### src/rtl/count_ctrl_pkg.sv
// count_ctrl_pkg: shared state encoding and direction constants for the counter control stage
package count_ctrl_pkg;

    typedef enum logic [1:0] {
        IDLE = 2'b00,
        UP   = 2'b01,
        DOWN = 2'b10,
        HOLD = 2'b11
    } state_t;

    localparam logic DIR_UP   = 1'b1;
    localparam logic DIR_DOWN = 1'b0;

endpackage

### src/rtl/btn_debounce.sv
// btn_debounce: synchronise a raw button, accept a level only after it has been stable, pulse on presses
module btn_debounce #(
    parameter int DEBOUNCE_CYCLES = 4
) (
    input  logic clk,
    input  logic rst,
    input  logic btn_raw,
    output logic level,
    output logic press
);

    localparam int CW = DEBOUNCE_CYCLES > 1 ? $clog2(DEBOUNCE_CYCLES) : 1;
    localparam logic [CW-1:0] LAST = CW'(DEBOUNCE_CYCLES - 1);

    logic          sync1;
    logic          sync2;
    logic          level_d;
    logic [CW-1:0] cnt;

    // two-flop synchroniser, then the level follows sync2 once it has disagreed for DEBOUNCE_CYCLES clocks in a row
    always_ff @(posedge clk or negedge rst) begin
        if (!rst) begin
            sync1   <= 1'b0;
            sync2   <= 1'b0;
            level   <= 1'b0;
            level_d <= 1'b0;
            cnt     <= '0;
        end else begin
            sync1   <= btn_raw;
            sync2   <= sync1;
            level_d <= level;
            if (sync2 != level) begin
                if (cnt == LAST) begin
                    level <= sync2;
                    cnt   <= '0;
                end else begin
                    cnt <= cnt + CW'(1);
                end
            end else begin
                cnt <= '0;
            end
        end
    end

    assign press = level & ~level_d;

endmodule

### src/rtl/count_ctrl.sv
// count_ctrl: button-driven run/hold FSM producing direction and enable for an up/down counter, with optional limit bounce
module count_ctrl
    import count_ctrl_pkg::*;
#(
    parameter int DEBOUNCE_CYCLES = 4,
    parameter int WIDTH           = 8
) (
    input  logic             clk,
    input  logic             rst,
    input  logic             btn_up,
    input  logic             btn_down,
    input  logic             btn_stop,
    input  logic             auto_bounce,
    input  logic [WIDTH-1:0] count_in,
    input  logic [WIDTH-1:0] lo_limit,
    input  logic [WIDTH-1:0] hi_limit,
    output logic             direction,
    output logic             enable,
    output logic [1:0]       state_out
);

    state_t state;
    state_t nxt;
    logic   up_p;
    logic   down_p;
    logic   stop_p;
    logic   mem_up;
    logic   running;
    logic   bounce_en;

    btn_debounce #(.DEBOUNCE_CYCLES(DEBOUNCE_CYCLES)) u_up (
        .clk(clk), .rst(rst), .btn_raw(btn_up), .level(), .press(up_p)
    );

    btn_debounce #(.DEBOUNCE_CYCLES(DEBOUNCE_CYCLES)) u_down (
        .clk(clk), .rst(rst), .btn_raw(btn_down), .level(), .press(down_p)
    );

    btn_debounce #(.DEBOUNCE_CYCLES(DEBOUNCE_CYCLES)) u_stop (
        .clk(clk), .rst(rst), .btn_raw(btn_stop), .level(), .press(stop_p)
    );

    assign running   = state == UP || state == DOWN;
    assign bounce_en = auto_bounce && lo_limit < hi_limit;
    assign state_out = state;

    // next state: stop beats down beats up; limits are only consulted when no button event is present
    always_comb begin
        nxt = state;
        if (stop_p)
            nxt = running ? HOLD : state == HOLD ? (mem_up ? UP : DOWN) : IDLE;
        else if (down_p)
            nxt = DOWN;
        else if (up_p)
            nxt = UP;
        else if (bounce_en && state == UP && count_in >= hi_limit)
            nxt = DOWN;
        else if (bounce_en && state == DOWN && count_in <= lo_limit)
            nxt = UP;
    end

    // state plus registered Moore outputs; HOLD keeps the last direction, and pausing remembers which run state to resume
    always_ff @(posedge clk or negedge rst) begin
        if (!rst) begin
            state     <= IDLE;
            mem_up    <= 1'b1;
            enable    <= 1'b0;
            direction <= DIR_UP;
        end else begin
            state     <= nxt;
            enable    <= nxt == UP || nxt == DOWN;
            direction <= nxt == DOWN ? DIR_DOWN : nxt == HOLD ? direction : DIR_UP;
            if (stop_p && running)
                mem_up <= state == UP;
        end
    end

endmodule

### config.mk
export PLATFORM = sky130hd
export DESIGN_NAME = count_ctrl
export DESIGN_NICKNAME = d
export VERILOG_FILES = /design/src/rtl/count_ctrl_pkg.sv /design/src/rtl/btn_debounce.sv /design/src/rtl/count_ctrl.sv
export SDC_FILE = /design/constraint.sdc
export NUM_CORES = 1
export LEC_CHECK = 0
export CAP_MARGIN = 15
export CORE_ASPECT_RATIO = 2
export CORE_MARGIN = 4
export CORE_UTILIZATION = 53
export DETAILED_ROUTE_END_ITERATION = 16
export PLACE_DENSITY = 0.84
export SETUP_SLACK_MARGIN = 0.02
export SLEW_MARGIN = 30
export SYNTH_ARGS = -nofsm -noshare
export SYNTH_HDL_FRONTEND = slang
export SYNTH_SLANG_ARGS = --single-unit
export TNS_END_PERCENT = 1
### constraint.sdc
create_clock -name clk -period 5.75 [get_ports clk]
set_input_delay 1.15 -clock clk [delete_from_list [all_inputs] [get_ports clk]]
set_output_delay 1.15 -clock clk [all_outputs]
set_load 0.02 [all_outputs]
==> metrics.log, run 1 <==
[metrics] via count of the routed design: approximately 1.2k
[metrics] Hold Crit Start: u_up.sync1
[metrics] arrival time worst endpoint: a little under 4000 ps
[metrics] sequential element share of the synthesized area: between 30% and 40%
[metrics] Mapped Area: 1470 um^2
[metrics] crit path buf inv count: 2
[metrics] largest clock skew in the final design: 1.42 ps
[metrics] placed inst area: between 1500 and 2000 um^2
[metrics] die height: 82.4 um
[metrics] clock tree sinks: 23
[metrics] CTS tree: done
[metrics] number of different library cells in the post-synthesis netlist: 35
[metrics] global-route wire length before repair: a little over 5000 um
[metrics] maximum number of pins on one net before global-route repair: 24
[metrics] starting density of the core: roughly 56%
[metrics] H-tree Lvls: 1
[metrics] cell leakage power: 0.906 nW
[metrics] number of cells produced by synthesis: 144
[metrics] critical path startpoint category: input pin
[metrics] clock latency at the later pin of the worst-skew pair: 250 ps
[metrics] CTS clock-pin slew for the worst setup and hold paths: around 70 ps
[metrics] number of antenna cells inserted: 0
[metrics] ordered cell list for the critical path: clkdlybuf4s50_1 > inv_1 > ha_1 > a21oi_1 > o21ai_1 > a211oi_1 > o21a_2 > a21o_1 > o21ai_0 > ha_1 > nor3_2 > nand3_1 > a21oi_1 > a221oi_2
[metrics] post-route clock period utilization: between 60 and 70%
[metrics] Mapped Nets: 204
[metrics] hold worst-path end: u_up.sync2
[metrics] status: completed
[metrics] Hold Path Depth: 0
[metrics] kind of cell with the highest combined delay on the critical path: compound AO/OA/AOI/OAI gates
[metrics] cts bufs inserted: 3
[metrics] final-report max-slew violation count: 0
[metrics] Slew @ Worst Pin: between 400 and 500 ps
[metrics] FMAX: between 200 and 300 MHz
[metrics] DRC violations left: 0
[metrics] share of post-route cells with drive strength above 1: between 6 and 7%
[metrics] post-layout min period: between 3000 and 4000 ps
[metrics] final setup violation count: 0
[metrics] number of nets in the layout: between 200 and 250
[metrics] routed via count divided by cell count: approximately 5.6
[metrics] post-detailed-route count of antenna-violating nets: 0
[metrics] worst flop-to-flop path startpoint: state_out[1]
[metrics] placer's final routability congestion estimate: ~1
[metrics] final count of hold timing violations: 0
[metrics] buffers inserted by post-CTS timing repair: 0
[metrics] required time at the worst-slack endpoint: 5930 ps
[metrics] number of ports placed on the die boundary: 34
[metrics] worst min-delay path category: reg2reg
[metrics] sort of element at the end of the critical path: flip-flop
[metrics] worst-case clock buffer depth: 2
[metrics] setup repair after global routing missed its margin: no
[metrics] routed wire length: just over 3000 um
[metrics] vias in the first global route: roughly 1.2k
[metrics] quantity of hold-fixing buffers added after cts: 0
[metrics] Max transition margin: about 68%
[metrics] filler cell count: 202
[metrics] max-cap violations: 0
[metrics] number of cell instances on the worst register-to-register path: 12
[metrics] global route total overflow: 0
[metrics] biggest fanout along the worst timing path: 5
[metrics] Clk Tree Root Cell: sky130_fd_sc_hd__clkbuf_8
[metrics] Area Overhead vs Synth: 27.6%
[metrics] delay of the slowest cell on the worst path: ~450 ps
[metrics] average size of a mapped cell: 10.2 um^2
[metrics] Die Area: about 3700 um^2
[metrics] final instance area: between 1500 and 2000 um^2
[metrics] CTS resizes: 0
[metrics] minimum setup slack among reg-to-reg paths: around 3200 ps
[metrics] detailed-route wire length per cell: 14.5 um
[metrics] initial detailed-routing violation count: 24
[metrics] HPWL after detailed placement: 2670 um
[metrics] area of the placeable core: between 2000 and 3000 um^2
[metrics] Reg-to-Reg End: direction
[metrics] total global-route track usage: around a fifth
[metrics] master of the slowest instance on the critical path: sky130_fd_sc_hd__clkdlybuf4s50_1
[metrics] first-pass detailed-route iteration total: 4
[metrics] setup TNS after final layout: 0 ps
[metrics] die span in x: roughly 45 um
[metrics] number of buffers added on ports: 33
[metrics] ratio of total power to cell area: roughly 370 nW/um^2
[metrics] Synthesis Warnings: 0
[metrics] row count: 26
[metrics] initial antenna violation count: 0
[metrics] maximum resistive drop on vdd: approximately 0.35 mV
[metrics] post-synthesis sequential element count: 23
[metrics] type of the setup path with the least slack: in2reg
[kinds of logic after synthesis]
group,after synthesis,share of synthesized area [%]
compound gates,37,16.0
xor+xnor,3,1.79
fa+ha+maj,30,25.6
buf+inv,22,5.63
flops,23,39.4
mux,2,1.54
simple gates,27,10.1
[report_power, final]
group	internal, W	switching (W)	leakage, nW	total (W)
Clock	0.0000492	0.0000432	0.0228	0.0000925
Combinational	0.000162	0.000173	0.608	0.000335
Sequential	0.000225	0.0000399	0.276	0.000265
[worst max path at each step]
| stage | from | endpoint | slack, ps | cells after the start |
|---|---|---|---|---|
| detailed placement | hi_limit[2] | direction | 1840 | 14 |
| floorplan | hi_limit[2] | direction | 2640 | 13 |
| finish | hi_limit[2] | direction | 2080 | 14 |
| global placement | hi_limit[2] | direction | 1940 | 14 |
| global route | hi_limit[1] | direction | 1920 | 14 |
| CTS | hi_limit[2] | direction | 2100 | 14 |
[cell usage in the layout (no fill, tap or decap), types with 3 or more instances in the layout]
master,count
sky130_fd_sc_hd__nand2_1,5
sky130_fd_sc_hd__o21ai_0,8
sky130_fd_sc_hd__inv_1,22
sky130_fd_sc_hd__nor2b_1,5
sky130_fd_sc_hd__nor3_1,3
sky130_fd_sc_hd__ha_1,30
sky130_fd_sc_hd__dfrtp_1,21
sky130_fd_sc_hd__clkbuf_8,3
sky130_fd_sc_hd__clkdlybuf4s50_1,32
sky130_fd_sc_hd__nand3_1,3
sky130_fd_sc_hd__a21oi_1,12
sky130_fd_sc_hd__nor2_1,3
[per-stage QoR]
stage	std cells	setup WS [ps]	power, W	utilization (%)	hold slack, ps
2_1_floorplan	144	2640	0.000486	-	331
3_3_place_gp	205	1940	0.000585	70.4	337
3_5_place_dp	205	1840	0.000607	70.4	338
4_1_cts	209	2100	0.000702	72.1	357
5_1_grt	209	1920	0.000762	71.9	361
6_report	209	2080	0.000693	71.9	352
[synth_stat cells (all sizes together)]
library cell	instances	area, um^2
and2	1	6.26
nand3	3	15.0
o2111a	1	11.3
o2111ai	1	8.76
nand4	1	6.26
a21oi	12	60.1
dfrtp	21	526
o21ai	9	45.0
o22ai	2	12.5
and3	1	6.26
or3	1	6.26
dfstp	2	52.6
a211oi	2	15.0
o21a	3	23.8
xor2	1	8.76
o31ai	1	7.51
nand2	5	18.8
nor3	4	25.0
ha	30	375
a221oi	1	15.0
nor2b	5	31.3
nand3b	1	7.51
nand2b	1	6.26
xnor2	2	17.5
o21bai	1	7.51
a21o	1	7.51
inv	22	82.6
mux2	2	22.5
nor3b	1	7.51
a31oi	2	12.5
o211ai	1	7.51
nor2	3	11.3
[sequential cells by signal (all words and copies together) (netlist names), 2 cells and up]
register,flops
u_stop.cnt,2
u_up.cnt,2
u_down.cnt,2
state_out,2
[area by class of cell]
type | instances | area, um^2 | area share (%)
repair buffers | 33 | 325 | 17.4
flip-flops and latches | 23 | 578 | 30.9
inverters | 22 | 82.6 | 4.41
multi-input cells | 99 | 806 | 43.0
clock buffers | 4 | 45.0 | 2.41
well taps | 28 | 35.0 | 1.87
[per-layer routing]
metal	share of wire [%]	GRT usage [%]	vias to the layer above
li1	-	-	585
met1	36	18.2	540
met2	58	36.9	29
met3	3.4	1.95	8
met4	2.6	9.68	0
met5	0	0	-
Power figures use the tool's default switching activity.
==> run 2, diff against run 1 <==
--- a/config.mk
+++ b/config.mk
@@ -8,9 +8,9 @@
 export CAP_MARGIN = 15
 export CORE_ASPECT_RATIO = 2
 export CORE_MARGIN = 4
-export CORE_UTILIZATION = 53
+export CORE_UTILIZATION = 49
 export DETAILED_ROUTE_END_ITERATION = 16
-export PLACE_DENSITY = 0.84
+export PLACE_DENSITY = 0.79
 export SETUP_SLACK_MARGIN = 0.02
 export SLEW_MARGIN = 30
 export SYNTH_ARGS = -nofsm -noshare
==> constraint.sdc (replaced) <==
create_clock -name clk -period 3.85 [get_ports clk]
set_input_delay 0.77 -clock clk [delete_from_list [all_inputs] [get_ports clk]]
set_output_delay 0.77 -clock clk [all_outputs]
set_load 0.02 [all_outputs]
==> metrics.log, run 2 (synthesis gave the netlist of run 1 again) <==
[metrics] number of cell instances on the worst register-to-register path: 12 (unchanged)
[metrics] global-route wire length before repair: 5000 um (-3.7%)
[metrics] die height: 85.4 um (+3.6%)
[metrics] global-route layer with the greatest usage: met2
[metrics] max-cap violations: 0 (unchanged)
[metrics] ratio of total power to cell area: 552 nW/um^2 (+49%)
[metrics] most common cell after layout, fill and taps aside: sky130_fd_sc_hd__clkdlybuf4s50_1
[metrics] clock latency at the later pin of the worst-skew pair: 250 ps (about the same)
[metrics] Hold Path Depth: 0 (unchanged)
[metrics] buffers inserted by post-CTS timing repair: 0 (unchanged)
[metrics] quantity of hold-fixing buffers added after cts: 0 (unchanged)
[metrics] DRC violations left: 0 (unchanged)
[metrics] met1 Track Usage GR: 16.1% (-2.1 points)
[metrics] CTS tree: done
[metrics] vias in the first global route: 1291 (+3.6%)
[metrics] CTS resizes: 0 (unchanged)
[metrics] placer's final routability congestion estimate: 0.863 (-12%)
[metrics] worst-case clock buffer depth: 2 (unchanged)
[metrics] total global-route track usage: 16.8% (-2.2 points)
[metrics] starting density of the core: 52.3% (-4.0 points)
[metrics] global route total overflow: 0 (unchanged)
[metrics] status: completed
[metrics] routed via count divided by cell count: 5.63 (+1.3%)
[metrics] met2 Use GR: 31.0% (-5.9 points)
[metrics] maximum resistive drop on vdd: 0.403 mV (+14%)
[metrics] number of buffers added on ports: 33 (unchanged)
[metrics] sort of element at the end of the critical path: flip-flop
[metrics] cell leakage power: 0.906 nW (unchanged)
[metrics] first-pass detailed-route iteration total: 4 (unchanged)
[metrics] critical path startpoint category: input pin
[metrics] routed wire length: 3050 um (+0.46%)
[metrics] placed inst area: 1830 um^2 (about the same)
[metrics] FMAX: roughly 320 MHz
[metrics] via count of the routed design: 1183 (+1.8%)
[metrics] number of ports placed on the die boundary: 34 (unchanged)
[metrics] number of antenna cells inserted: 0 (unchanged)
[metrics] type of the setup path with the least slack: in2reg
[metrics] post-route clock period utilization: 82.3%
[metrics] minimum setup slack among reg-to-reg paths: 1320 ps (-1870 ps)
[metrics] setup TNS after final layout: 0 ps (unchanged)
[metrics] HPWL after detailed placement: 2680 um (+0.26%)
[metrics] clock tree sinks: 23 (unchanged)
[metrics] area of the placeable core: 2800 um^2 (+7.7%)
[metrics] H-tree Lvls: 1 (unchanged)
[metrics] initial detailed-routing violation count: 11 (-54%)
[metrics] number of nets in the layout: 242 (unchanged)
[metrics] Clk Tree Root Cell: sky130_fd_sc_hd__clkbuf_8
[metrics] maximum number of pins on one net before global-route repair: 24 (unchanged)
[metrics] final-report max-slew violation count: 0 (unchanged)
[metrics] initial antenna violation count: 0 (unchanged)
[metrics] final setup violation count: 0 (unchanged)
[metrics] Max transition margin: 68.2% (+0.49 points)
[metrics] Area Overhead vs Synth: 27.7% (about the same)
[metrics] setup repair after global routing missed its margin: no
[metrics] arrival time worst endpoint: 3350 ps (-500 ps)
[metrics] biggest fanout along the worst timing path: 5 (unchanged)
[metrics] filler cell count: 228 (+13%)
[metrics] final count of hold timing violations: 0 (unchanged)
[metrics] worst min-delay path category: reg2reg
[metrics] largest clock skew in the final design: 1.89 ps (+0.466 ps)
[metrics] die span in x: 46.7 um (+3.3%)
[metrics] Slew @ Worst Pin: 477 ps (-7.33 ps)
[metrics] row count: 27 (+3.8%)
[metrics] required time at the worst-slack endpoint: 4030 ps (-1900 ps)
[metrics] post-detailed-route count of antenna-violating nets: 0 (unchanged)
[metrics] CTS clock-pin slew for the worst setup and hold paths: 70 ps (about the same)
[metrics] final instance area: 1870 um^2 (about the same)
[metrics] detailed-route wire length per cell: 14.5 um (about the same)
[metrics] M3 GR Usage: 1.27% (-0.68 points)
[metrics] post-layout min period: about 3200 ps
[metrics] Die Area: 3980 um^2 (+7.0%)
[metrics] share of post-route cells with drive strength above 1: 6.08% (unchanged)
[metrics] commonest non-fill, non-tap cells in the layout: 32 x sky130_fd_sc_hd__clkdlybuf4s50_1, 30 x sky130_fd_sc_hd__ha_1, 22 x sky130_fd_sc_hd__inv_1, 21 x sky130_fd_sc_hd__dfrtp_1, 12 x sky130_fd_sc_hd__a21oi_1
[metrics] cts bufs inserted: 3 (unchanged)
==> run 2: power by group <==
group	switching [W]	internal, W	total [W]	leakage [nW]
Sequential	0.0000585	0.000337	0.000395	0.276
Combinational	0.000260	0.000241	0.000500	0.608
Clock	0.0000658	0.0000736	0.000139	0.0228
Total	0.000384	0.000651	0.00103	0.906
==> run 2: worst max-delay path: stages <==
cell and delay, ps:
sky130_fd_sc_hd__clkdlybuf4s50_1 450, sky130_fd_sc_hd__inv_1 50, sky130_fd_sc_hd__ha_1 280, sky130_fd_sc_hd__a21oi_1 150, sky130_fd_sc_hd__o21ai_1 90, sky130_fd_sc_hd__a211oi_1 250
sky130_fd_sc_hd__o21a_2 180, sky130_fd_sc_hd__a21o_1 190, sky130_fd_sc_hd__o21ai_0 120, sky130_fd_sc_hd__ha_1 230, sky130_fd_sc_hd__nor3_2 260, sky130_fd_sc_hd__nand3_1 100
sky130_fd_sc_hd__a21oi_1 160, sky130_fd_sc_hd__a221oi_2 50
==> run 2: worst paths after layout <==
check | from | to
max | hi_limit[2] | direction
min | u_down.sync1 | u_down.sync2
max reg2reg | state_out[1] | direction
min reg2reg | u_down.sync1 | u_down.sync2
max in group asynchronous | rst | direction
min in group asynchronous | rst | u_down.sync1
==> run 2: area by class of cell <==
type                            instances  area [um^2]  share of cell area, %
Tap cell                               29         36.3                   1.94
Multi-Input combinational cell         99          806                   43.0
Sequential cell                        23          578                   30.9
Inverter                               22         82.6                   4.41
Timing Repair Buffer                   33          325                   17.4
Clock buffer                            4         45.0                   2.40
==> run 2: metrics by stage <==
step / util, % / std cells / setup WS (ps) / hold WS [ps] / power, W
finish: 66.8 / 210 / 680 / 356 / 0.00103
global route: 66.8 / 210 / 439 / 375 / 0.00113
CTS: 67.0 / 210 / 668 / 361 / 0.00106
detailed placement: 65.4 / 206 / 403 / 337 / 0.000914
global placement: 65.4 / 206 / 548 / 337 / 0.000872
floorplan: - / 144 / 1120 / 331 / 0.000725
==> run 2: routing by layer <==
layer / part of all wire, % / vias up
met5: 0 / -
met4: 5.2 / 0
met3: 5.3 / 14
met2: 54 / 36
met1: 35 / 548
li1: - / 585
